### src/rtl/wave_gen_pkg.sv
// Shared types and helpers for the multimode waveform generator.
//   wave_mode_e : waveform select encoding (matches the 2-bit mode input)
//   start_level : level shown while the generator is held idle
package wave_gen_pkg;

  localparam int MODE_W = 2;
  // Widest level supported by the helper below; callers size-cast to WIDTH.
  localparam int MAX_W  = 32;

  typedef enum logic [MODE_W-1:0] {
    SAW_UP   = 2'd0,
    SAW_DOWN = 2'd1,
    TRIANGLE = 2'd2,
    SQUARE   = 2'd3
  } wave_mode_e;

  // Idle/start level: a falling saw starts from the top, every other shape from 0.
  function automatic logic [MAX_W-1:0] start_level(wave_mode_e mode, logic [MAX_W-1:0] peak);
    return (mode == SAW_DOWN) ? peak : '0;
  endfunction

endpackage

### src/rtl/multimode_wave_generator_if.sv
// Control/output bundle of the multimode waveform generator.
//   enable, mode, peak, step_period : run control, driven by the master
//   level, pwm_out, wrap            : waveform outputs, driven by the generator
//   master modport : controller / testbench side
//   slave modport  : generator side
interface multimode_wave_generator_if
  import wave_gen_pkg::*;
#(
  parameter int WIDTH    = 8,
  parameter int PERIOD_W = 24
);
  logic                enable;
  logic [MODE_W-1:0]   mode;
  logic [WIDTH-1:0]    peak;
  logic [PERIOD_W-1:0] step_period;
  logic [WIDTH-1:0]    level;
  logic                pwm_out;
  logic                wrap;

  modport master (
    output enable, mode, peak, step_period,
    input  level, pwm_out, wrap
  );

  modport slave (
    input  enable, mode, peak, step_period,
    output level, pwm_out, wrap
  );
endinterface

### src/rtl/multimode_wave_generator_step_timer.sv
// Reload down-counter producing the level-step strobe.
//   clk, reset  : clock, synchronous active-high reset
//   enable      : run enable; while low the counter is preloaded
//   step_period : clocks per step (0 behaves as 1), sampled only at reload
//   tick        : combinational strobe, high when the counter reaches 0
module step_timer #(
  parameter int PERIOD_W = 24
) (
  input  logic                clk,
  input  logic                reset,
  input  logic                enable,
  input  logic [PERIOD_W-1:0] step_period,
  output logic                tick
);

  logic [PERIOD_W-1:0] timer_q, timer_d;
  logic [PERIOD_W-1:0] reload;

  always_comb begin
    // Neff-1 with Neff = max(step_period, 1)
    reload  = (step_period == '0) ? '0 : step_period - PERIOD_W'(1);
    tick    = enable && (timer_q == '0);
    timer_d = timer_q;
    if (!enable || tick) begin
      timer_d = reload;
    end else begin
      timer_d = timer_q - PERIOD_W'(1);
    end
  end

  always_ff @(posedge clk) begin
    if (reset) begin
      timer_q <= '0;
    end else begin
      timer_q <= timer_d;
    end
  end

endmodule

### src/rtl/multimode_wave_generator.sv
// Multimode waveform source for an R2R ladder plus a PWM pin.
//   clk, reset : clock, synchronous active-high reset
//   bus.enable : run enable; while low the shadow registers track the inputs
//   bus.mode   : SAW_UP / SAW_DOWN / TRIANGLE / SQUARE
//   bus.peak   : amplitude limit P
//   bus.step_period : clocks per level step
//   bus.level  : current sample, bus.pwm_out : PWM of level,
//   bus.wrap   : one-cycle strobe coincident with the first sample of a period
// Mode and peak are shadowed and only reloaded at a period boundary, so a
// running waveform never shows a partially applied change.
module multimode_wave_generator
  import wave_gen_pkg::*;
#(
  parameter int WIDTH    = 8,
  parameter int PERIOD_W = 24
) (
  input  logic clk,
  input  logic reset,
  multimode_wave_generator_if.slave bus
);

  logic             tick;
  wave_mode_e       mode_in;
  logic [WIDTH:0]   peak_ext;
  logic             wrap_now;

  logic [WIDTH-1:0] level_q, level_d;
  logic             wrap_q, wrap_d;
  wave_mode_e       active_mode_q, active_mode_d;
  logic [WIDTH-1:0] active_peak_q, active_peak_d;
  logic             dir_down_q, dir_down_d;
  logic [WIDTH:0]   sq_cnt_q, sq_cnt_d;
  logic [WIDTH-1:0] pwm_cnt_q, pwm_cnt_d;
  logic             pwm_q, pwm_d;

  assign mode_in  = wave_mode_e'(bus.mode);
  assign peak_ext = {1'b0, active_peak_q};

  step_timer #(.PERIOD_W(PERIOD_W)) u_step_timer (
    .clk         (clk),
    .reset       (reset),
    .enable      (bus.enable),
    .step_period (bus.step_period),
    .tick        (tick)
  );

  always_comb begin
    level_d       = level_q;
    wrap_d        = 1'b0;
    active_mode_d = active_mode_q;
    active_peak_d = active_peak_q;
    dir_down_d    = dir_down_q;
    sq_cnt_d      = sq_cnt_q;
    pwm_cnt_d     = '0;
    pwm_d         = 1'b0;
    wrap_now      = 1'b0;

    if (!bus.enable) begin
      active_mode_d = mode_in;
      active_peak_d = bus.peak;
      level_d       = WIDTH'(start_level(mode_in, MAX_W'(bus.peak)));
      dir_down_d    = 1'b0;
      sq_cnt_d      = '0;
    end else begin
      pwm_cnt_d = pwm_cnt_q + WIDTH'(1);
      pwm_d     = (pwm_cnt_q < level_q);

      if (tick) begin
        case (active_mode_q)
          SAW_UP: begin
            if (level_q < active_peak_q) level_d = level_q + WIDTH'(1);
            else                         wrap_now = 1'b1;
          end
          SAW_DOWN: begin
            if (level_q != '0) level_d = level_q - WIDTH'(1);
            else               wrap_now = 1'b1;
          end
          TRIANGLE: begin
            if (!dir_down_q) begin
              if (level_q < active_peak_q) begin
                level_d = level_q + WIDTH'(1);
              end else if (active_peak_q <= WIDTH'(1)) begin
                // Peaks of 0 or 1 have no falling half; restart directly.
                wrap_now = 1'b1;
              end else begin
                dir_down_d = 1'b1;
                level_d    = level_q - WIDTH'(1);
              end
            end else begin
              // The falling half stops at 1; the wrap itself supplies the 0.
              if (level_q > WIDTH'(1)) level_d = level_q - WIDTH'(1);
              else                     wrap_now = 1'b1;
            end
          end
          default: begin
            // Square counter spans 0..2P+1; {P,1} is 2P+1 without an adder.
            if (sq_cnt_q == {active_peak_q, 1'b1}) begin
              wrap_now = 1'b1;
            end else begin
              sq_cnt_d = sq_cnt_q + (WIDTH+1)'(1);
              level_d  = (sq_cnt_d <= peak_ext) ? active_peak_q : '0;
            end
          end
        endcase

        if (wrap_now) begin
          wrap_d        = 1'b1;
          active_mode_d = mode_in;
          active_peak_d = bus.peak;
          dir_down_d    = 1'b0;
          sq_cnt_d      = '0;
          // A running square opens its period on the high half (counter 0).
          level_d       = (mode_in == SQUARE) ? bus.peak
                                              : WIDTH'(start_level(mode_in, MAX_W'(bus.peak)));
        end
      end
    end
  end

  always_ff @(posedge clk) begin
    if (reset) begin
      level_q       <= '0;
      wrap_q        <= 1'b0;
      active_mode_q <= SAW_UP;
      active_peak_q <= '0;
      dir_down_q    <= 1'b0;
      sq_cnt_q      <= '0;
      pwm_cnt_q     <= '0;
      pwm_q         <= 1'b0;
    end else begin
      level_q       <= level_d;
      wrap_q        <= wrap_d;
      active_mode_q <= active_mode_d;
      active_peak_q <= active_peak_d;
      dir_down_q    <= dir_down_d;
      sq_cnt_q      <= sq_cnt_d;
      pwm_cnt_q     <= pwm_cnt_d;
      pwm_q         <= pwm_d;
    end
  end

  assign bus.level   = level_q;
  assign bus.pwm_out = pwm_q;
  assign bus.wrap    = wrap_q;

endmodule

### src/flat_wrapper.sv
// flat-port wrapper written by rule: the top's interface ports become plain ports
module multimode_wave_generator_flat import wave_gen_pkg::*;
#(
  parameter int WIDTH    = 8,
  parameter int PERIOD_W = 24
)
  (clk, reset, bus_enable, bus_mode, bus_peak, bus_step_period, bus_level, bus_pwm_out, bus_wrap);
  multimode_wave_generator_if #(.WIDTH(WIDTH), .PERIOD_W(PERIOD_W)) bus_i ();
  input  logic clk;
  input  logic reset;
  input wire logic [$bits(bus_i.enable)-1:0] bus_enable;
  input wire logic [$bits(bus_i.mode)-1:0] bus_mode;
  input wire logic [$bits(bus_i.peak)-1:0] bus_peak;
  input wire logic [$bits(bus_i.step_period)-1:0] bus_step_period;
  output wire logic [$bits(bus_i.level)-1:0] bus_level;
  output wire logic [$bits(bus_i.pwm_out)-1:0] bus_pwm_out;
  output wire logic [$bits(bus_i.wrap)-1:0] bus_wrap;
  assign bus_i.enable = bus_enable;
  assign bus_i.mode = bus_mode;
  assign bus_i.peak = bus_peak;
  assign bus_i.step_period = bus_step_period;
  assign bus_level = bus_i.level;
  assign bus_pwm_out = bus_i.pwm_out;
  assign bus_wrap = bus_i.wrap;
  multimode_wave_generator #(.WIDTH(WIDTH), .PERIOD_W(PERIOD_W)) u_core (.clk(clk), .reset(reset), .bus(bus_i));
endmodule
### config.mk
export PLATFORM = sky130hd
export DESIGN_NAME = multimode_wave_generator_flat
export DESIGN_NICKNAME = d
export VERILOG_FILES = /design/src/rtl/wave_gen_pkg.sv /design/src/rtl/multimode_wave_generator_if.sv /design/src/rtl/multimode_wave_generator_step_timer.sv /design/src/rtl/multimode_wave_generator.sv /design/src/flat_wrapper.sv
export SDC_FILE = /design/constraint.sdc
export NUM_CORES = 1
export LEC_CHECK = 0
export ABC_AREA = 1
export CAP_MARGIN = 10
export CELL_PAD_IN_SITES_DETAIL_PLACEMENT = 2
export CELL_PAD_IN_SITES_GLOBAL_PLACEMENT = 2
export CORE_ASPECT_RATIO = 0.75
export CORE_UTILIZATION = 29
export DETAILED_ROUTE_END_ITERATION = 12
export HOLD_SLACK_MARGIN = 0.05
export PLACE_DENSITY = 0.75
export SLEW_MARGIN = 5
export SYNTH_ARGS = -nofsm -noshare
export SYNTH_HDL_FRONTEND = slang
export SYNTH_SLANG_ARGS = --single-unit
### constraint.sdc
create_clock -name clk -period 2.5 [get_ports clk]
set_clock_uncertainty 0.05 [all_clocks]
set_input_delay 0.375 -clock clk [delete_from_list [all_inputs] [get_ports clk]]
set_output_delay 0.375 -clock clk [all_outputs]
set_load 0.03 [all_outputs]
* After elaboration in Yosys (flattened, before gate mapping)
Cells that the tools add are included.
Word-level totals: flip-flop bits (word level) 62, memories 0, bits in read-only memories 0, logic and storage cells 92, output and inout bits 10, latch bits 0, bits in writable memories 0, bits of input ports 37
Operators by class: bitwise logic cells 2, shifts and indexed selects 0, $mul 0, divide/modulo/power cells 0, equal/unequal tests 14, reductions and logical operators 15, order comparisons 5, add/subtract/negate cells 6, multiplexer cells 41
Operators by type and width (count):
- 8-bit 2-to-1 mux | 16
- 24-bit zero test | 2
- 24-bit 2-to-1 mux | 2
- 24-bit by 1-bit subtractor with 24-bit output (second input constant) | 2
- 9-bit 2-to-1 mux | 3
- 8-bit one-hot mux with 3 select lines | 1
- 8-bit by 1-bit adder with 8-bit output (second input constant) | 2
- 8-bit less-than comparator | 2
- 1-bit 2-to-1 mux | 15
- 9-bit by 1-bit adder with 9-bit output (second input constant) | 1
- 9-bit == test | 1
- 9-bit by 8-bit <= comparator with 1-bit output | 1
- 8-bit by 1-bit greater-than comparator with 1-bit output (second input constant) | 1
- 8-bit by 1-bit <= comparator with 1-bit output (second input constant) | 1
- 4-bit by 2-bit != test with 1-bit output (second input constant) | 2
- 8-bit nonzero test | 1
- 8-bit by 1-bit subtractor with 8-bit output (second input constant) | 1
- 2-bit 2-to-1 mux | 3
- 2-bit by 1-bit != test with 1-bit output (second input constant) | 3
- 6-bit by 4-bit != test with 1-bit output (second input constant) | 1
- 6-bit != test (second input constant) | 1
- 6-bit AND reduction | 1
- 3-bit OR reduction | 2
- 5-bit != test (second input constant) | 1
- other kinds (13) | 17

* Longest topological paths before layout
word-level depth 10, gate-level depth with buffers 20, depth with buffers taken out 19

* Cells and area by module
From an unflattened synthesis, not the netlist that was laid out.
Second synthesis, totals: cells, all modules 834, area, all modules 5230.0 µm²
By module, submodules not included:
- multimode_wave_generator | instances 1, seq. area each 760.7 µm², area an instance 3005.4 µm², cells an instance 467
- step_timer | instances 1, seq. area each 480.5 µm², area an instance 2224.6 µm², cells an instance 367

* Worst setup path before layout
No wires, ideal clock.
path kind register to register, from register u_core.sq_cnt_q[2], to register u_core.level_q[2] (netlist: u_core.bus.level[2]), setup slack 94 ps, path buffers 0, clock period less this slack 2406 ps, arrival 2292 ps, required time 2386 ps, cell stages (with the launch flop) 17, library setup time 64 ps, path through dfxtp_1 > inv_1 > nor3_1 > nand3_1 > nor3_1 > xor2_1 > ha_1 > and3_1 > nand2_1 > nand2_1 > nand2_1 > nand3_1 > nand2_1 > nor2_1 > nor2_1 > nor2_1 > nor2_1
Between the ends: longest elaborated chain between the ends 8, elaborated cells on any way between the ends 19, those cells by class add/sub: 1; order compare: 1; eq/ne: 6; mux: 10; reduce/logical: 1
Ends and longest elaborated chain:
- start, declared | line multimode_wave_generator.sv:32 | logic [WIDTH:0] sq_cnt_q, sq_cnt_d;
- start signal, assigned | line multimode_wave_generator.sv:136 | sq_cnt_q <= sq_cnt_d;
- 9-bit by 1-bit adder with 9-bit output / 9-bit == test (equally long branches) | line multimode_wave_generator.sv:100, multimode_wave_generator.sv:97
- 9-bit by 8-bit <= comparator with 1-bit output / 1-bit 2-to-1 mux (equally long branches) | line multimode_wave_generator.sv:101, multimode_wave_generator.sv:97
- 8-bit 2-to-1 mux / 1-bit one-hot mux with 3 select lines (equally long branches) | line multimode_wave_generator.sv:101, multimode_wave_generator.sv:69
- 8-bit 2-to-1 mux / 1-bit 2-to-1 mux (equally long branches) | line multimode_wave_generator.sv:97, multimode_wave_generator.sv:68
- 8-bit one-hot mux with 3 select lines / 1-bit 2-to-1 mux (equally long branches) | line multimode_wave_generator.sv:69, multimode_wave_generator.sv:58
- 8-bit 2-to-1 mux | line multimode_wave_generator.sv:106 | if (wrap_now) begin
- 8-bit 2-to-1 mux | line multimode_wave_generator.sv:68 | if (tick) begin
- 8-bit 2-to-1 mux | line multimode_wave_generator.sv:58 | if (!bus.enable) begin
- end signal, assigned | line multimode_wave_generator.sv:131 | level_q <= level_d;
- end, declared | line multimode_wave_generator.sv:27 | logic [WIDTH-1:0] level_q, level_d;
Parallel ways exist; a longest one is shown, timed or not. The select of a mux whose other input is x is not followed. A chain may end at the register's enable or synchronous reset.

* Worst setup path after layout
from register u_core.sq_cnt_q[2], to register u_core.level_q[7] (netlist: u_core.bus.level[7])
The elaborated chain is that of the path after synthesis.

==> results.txt <==
* Distinct cell type count after synthesis: 44
- Measured along the y axis, the die boundary spans 117 um.
- Fraction of the yosys area taken by sequential cells: between 20 and 25%
- Least-Margin Pin Slew: 0.677 ns
* Worst supply voltage drop on vdd: 349 uV
- The first global-routing pass estimated 37,200 um of wire.
* Crit path launch: u_core.sq_cnt_q[2]$_SDFFE_PP0P_
- Failing checks: negative setup slack
- Count of input and output buffers: 46
- Net switching is 44.7% of the power.
- Remaining Overflow, GRT: 0
* CTS tree: built
* Final Max Tran Viols: 0
* Antenna violations before repair: 0
- Cells fill 40.7% of the core in the end.
* Quantity of hold-fixing buffers added after cts: 0
- Of the total power, registers draw 23.1%.
- Count of inserted antenna diode cells: 0
* Yosys synthesis warning count: 0
- Each instance of the synthesized netlist takes up on average 6.38 um2.
* Number of failing setup endpoints in the final timing report: 8
- During I/O placement, the number of pins put on the boundary was 47.
- Net count after synthesis: between 800 and 900
- Number of optimization iterations in the first detailed-route pass: 4
- # clock sinks: 62
- Maximum count of clock buffers along a single path: 2
* Worst slack after detailed placement: -0.351 ns
- Max-cap violations in this run came to 0.
* Worst setup path class: flip-flop to flip-flop
- Maximum operating frequency: 383 MHz
- The worst register-to-register path begins at u_core.sq_cnt_q[2]$_SDFFE_PP0P_.
- After the first detailed-routing iteration, the DRC count stood at 326.
- Entering global routing, the biggest net connects 28 pins.
- In the routed design, unresolved DRC markers number 0.
- The run finished, with violations left.
- The placed instances occupy a cell area of 6280 um2.
* Latest clock arrival within the worst-skew pair: 0.34 ns
- Dpl hpwl: 17,700 um
- Syn-to-layout area delta: 35.2%
- Routability Congestion: 0.881
- Std-Cell Rows: 41
* Lkg Pwr: 0.00317 uW
- The floorplan step defined a core boundary enclosing 17,100 um2.
* Total via count after detailed routing: 5,998
* DRT Wirelength: between 20,000 and 25,000 um
- In the post-route analysis, the smallest setup slack over all paths is -0.109 ns.
* Initial cell density of the core: 30.1%
- Subtracting the final worst setup slack from the clock period gives 2.61 ns.
* Antenna violation net count after detailed routing: 0
* Clock slew at reported path FFs: 0.06 ns
* Power density normalized to cell area: 768 nW/um2
* Arrival @ worst endpoint: 2.84 ns
- Share of layout cells above drive strength 1: a little under a fifth
- Clock tree synthesis selected as its root buffer the cell clkbuf_16.
- Setup repair after global routing missed its margin: true
* Total non-filler cell area in the finished layout: between 6000 and 7000 um2
- CP Max Fanout: 8
- After detailed routing, the average wire length per cell comes to 20.4 um.
- The number of clock buffers added by TritonCTS is 9.
- Critical Path Sink Type: flip-flop
* Routed vias/inst: 5.16
- Fillers: 2,037
- In the final design database the tool counted between 900 and 1,000 nets.
* Area of the mapped netlist: 5140 um2
- Counting flops and latches in the post-synthesis netlist gives 62.
- Global routing used a little over a quarter of the available tracks across all layers.
- In this run the most critical hold path is launched from u_core.pwm_cnt_q[0]$_SDFF_PP0_.
* Die X: ~160 um
- Total die area: 18,300 um2
- Type of the worst min-delay path: flip-flop to flip-flop
- H-tree depth reported by CTS: 3
- Logic pwr share: 50.3%
- Via count of the first global-routing pass: 6,603
- The analysis attributes to net switching a power of between 2000 and 2500 uW.
- Synthesis produced a netlist whose cell count is between 800 and 900.
- The worst setup path is launched from a flip-flop.
* Final sum of negative setup slack: -0.668 ns
- Total count of hold-check failures in the final report: 0
* Data required time at the worst endpoint: between 2 and 3 ns
- Clock group share of total power: between 20% and 30%
- Cell internal power was estimated by the tool at 2950 uW.
- In the finished design, the share of the clock period the worst path needs comes to 104%.
- The worst pin sits at a relative slew slack of 54.8%.
[through the flow]
stage / hold slack [ns] / instances / total power, uW
after floorplan: 0.380 / 806 / 2800
after global placement: 0.403 / 1134 / 3590
after detailed placement: 0.423 / 1134 / 3750
after CTS: 0.442 / 1158 / 5250
after global routing: 0.479 / 1163 / 5640
final: 0.452 / 1163 / 5340
[state kept, by name, indices dropped and copies added, names as in the netlist]
register                     cells
u_core.bus.level                 8
u_core.u_step_timer.timer_q     24
u_core.sq_cnt_q                  9
u_core.dir_down_q                1
u_core.bus.wrap                  1
u_core.bus.pwm_out               1
u_core.pwm_cnt_q                 8
u_core.active_peak_q             8
u_core.active_mode_q             2
[worst paths after layout]
kind,to,slack [ns],cells past startpoint
max,u_core.bus.level[7]$_SDFFE_PP0P_,-0.11,16
min,u_core.pwm_cnt_q[0]$_SDFF_PP0_,0.45,1
max reg2reg,u_core.bus.level[7]$_SDFFE_PP0P_,-0.11,16
min reg2reg,u_core.pwm_cnt_q[0]$_SDFF_PP0_,0.45,1
[power groups by stage]
stage	sequential [uW]	clock [uW]	combinational [uW]
6_report	1230	1420	2680
3_5_place_dp	1250	0	2500
2_1_floorplan	1290	0	1510
3_3_place_gp	1240	0	2350
4_1_cts	1230	1420	2600
5_1_grt	1240	1470	2930
[timing repair]
item / CTS / global route
setup buffers: 8 / 5
gates resized for setup: 26 / 27
pin swaps: 19 / 22
setup endpoints to repair: 31 / 34
[critical path: stages (launching register included)]
cell,delay (ns)
dfxtp_2,0.36
inv_2,0.07
nor3_4,0.25
nand3_2,0.15
nor3_4,0.19
xor2_2,0.26
ha_4,0.26
and3_4,0.19
nand2_1,0.08
nand2_2,0.08
nand2_4,0.14
nand3_2,0.09
nand2_2,0.07
nor2_2,0.04
nor2_1,0.11
nor2_1,0.06
nor2_1,0.10
[placed cells by master (no fill, tap or decap), types with 12 or more instances in the layout]
cell type and count:
nand3_1 47, clkdlybuf4s50_1 46, ha_1 29, nand4_1 24, nor3_1 12, nor2_1 132
inv_1 72, a21oi_1 54, xnor2_1 15, buf_4 75, nand2_1 179, xor2_1 28
dfxtp_1 57, o21ai_0 21, nand3b_1 13
[routing by layer]
| metal | track usage [%] | vias to the layer above | routed length, um |
|---|---|---|---|
| li1 | - | 2855 | - |
| met1 | 36.6 | 3031 | 11600 |
| met2 | 43.8 | 89 | 11000 |
| met3 | 3.07 | 23 | 791 |
| met4 | 6.50 | 0 | 339 |
| met5 | 0 | - | 0 |
[final cells by class]
class / count / area, um2 / share of cell area (%)
multi-input combinational: 640 / 3690 / 53.1
sequential: 62 / 1250 / 17.9
timing repair buffer: 125 / 1080 / 15.5
inverter: 84 / 319 / 4.59
tap: 236 / 295 / 4.25
clock buffer: 9 / 225 / 3.24
clock inverter: 7 / 97.6 / 1.40
[synthesized netlist by cell type, drive strengths merged]
library cell	count	area [um2]
a21o	1	7.51
nand3b	13	97.6
o21ai	22	110
inv	82	308
nor3	20	138
clkbuf	10	37.5
xor2	31	272
nand2	193	757
dfxtp	62	1240
a31oi	1	6.26
nor2	142	556
nor4	6	43.8
or2	9	56.3
and2	1	6.26
clkinv	2	7.51
nand3	57	305
a32oi	1	8.76
o221ai	1	8.76
and3	1	6.26
o2111ai	1	8.76
xnor2	16	140
o21a	4	30.0
ha	34	425
o22a	1	8.76
o211ai	2	15.0
o22ai	1	6.26
nand4	26	184
a21oi	56	280
buf	10	70.1
[cells by family after synthesis]
kind of cell,Yosys count,synth area share [%]
flip-flops,62,24.1
buffers and inverters,104,8.23
AND/OR/NAND/NOR,468,41.8
AO/OA/AOI/OAI,91,9.54
XOR/XNOR,47,8.01
adder cells (fa/ha/maj),34,8.27
(Power assumes the default switching activity.)
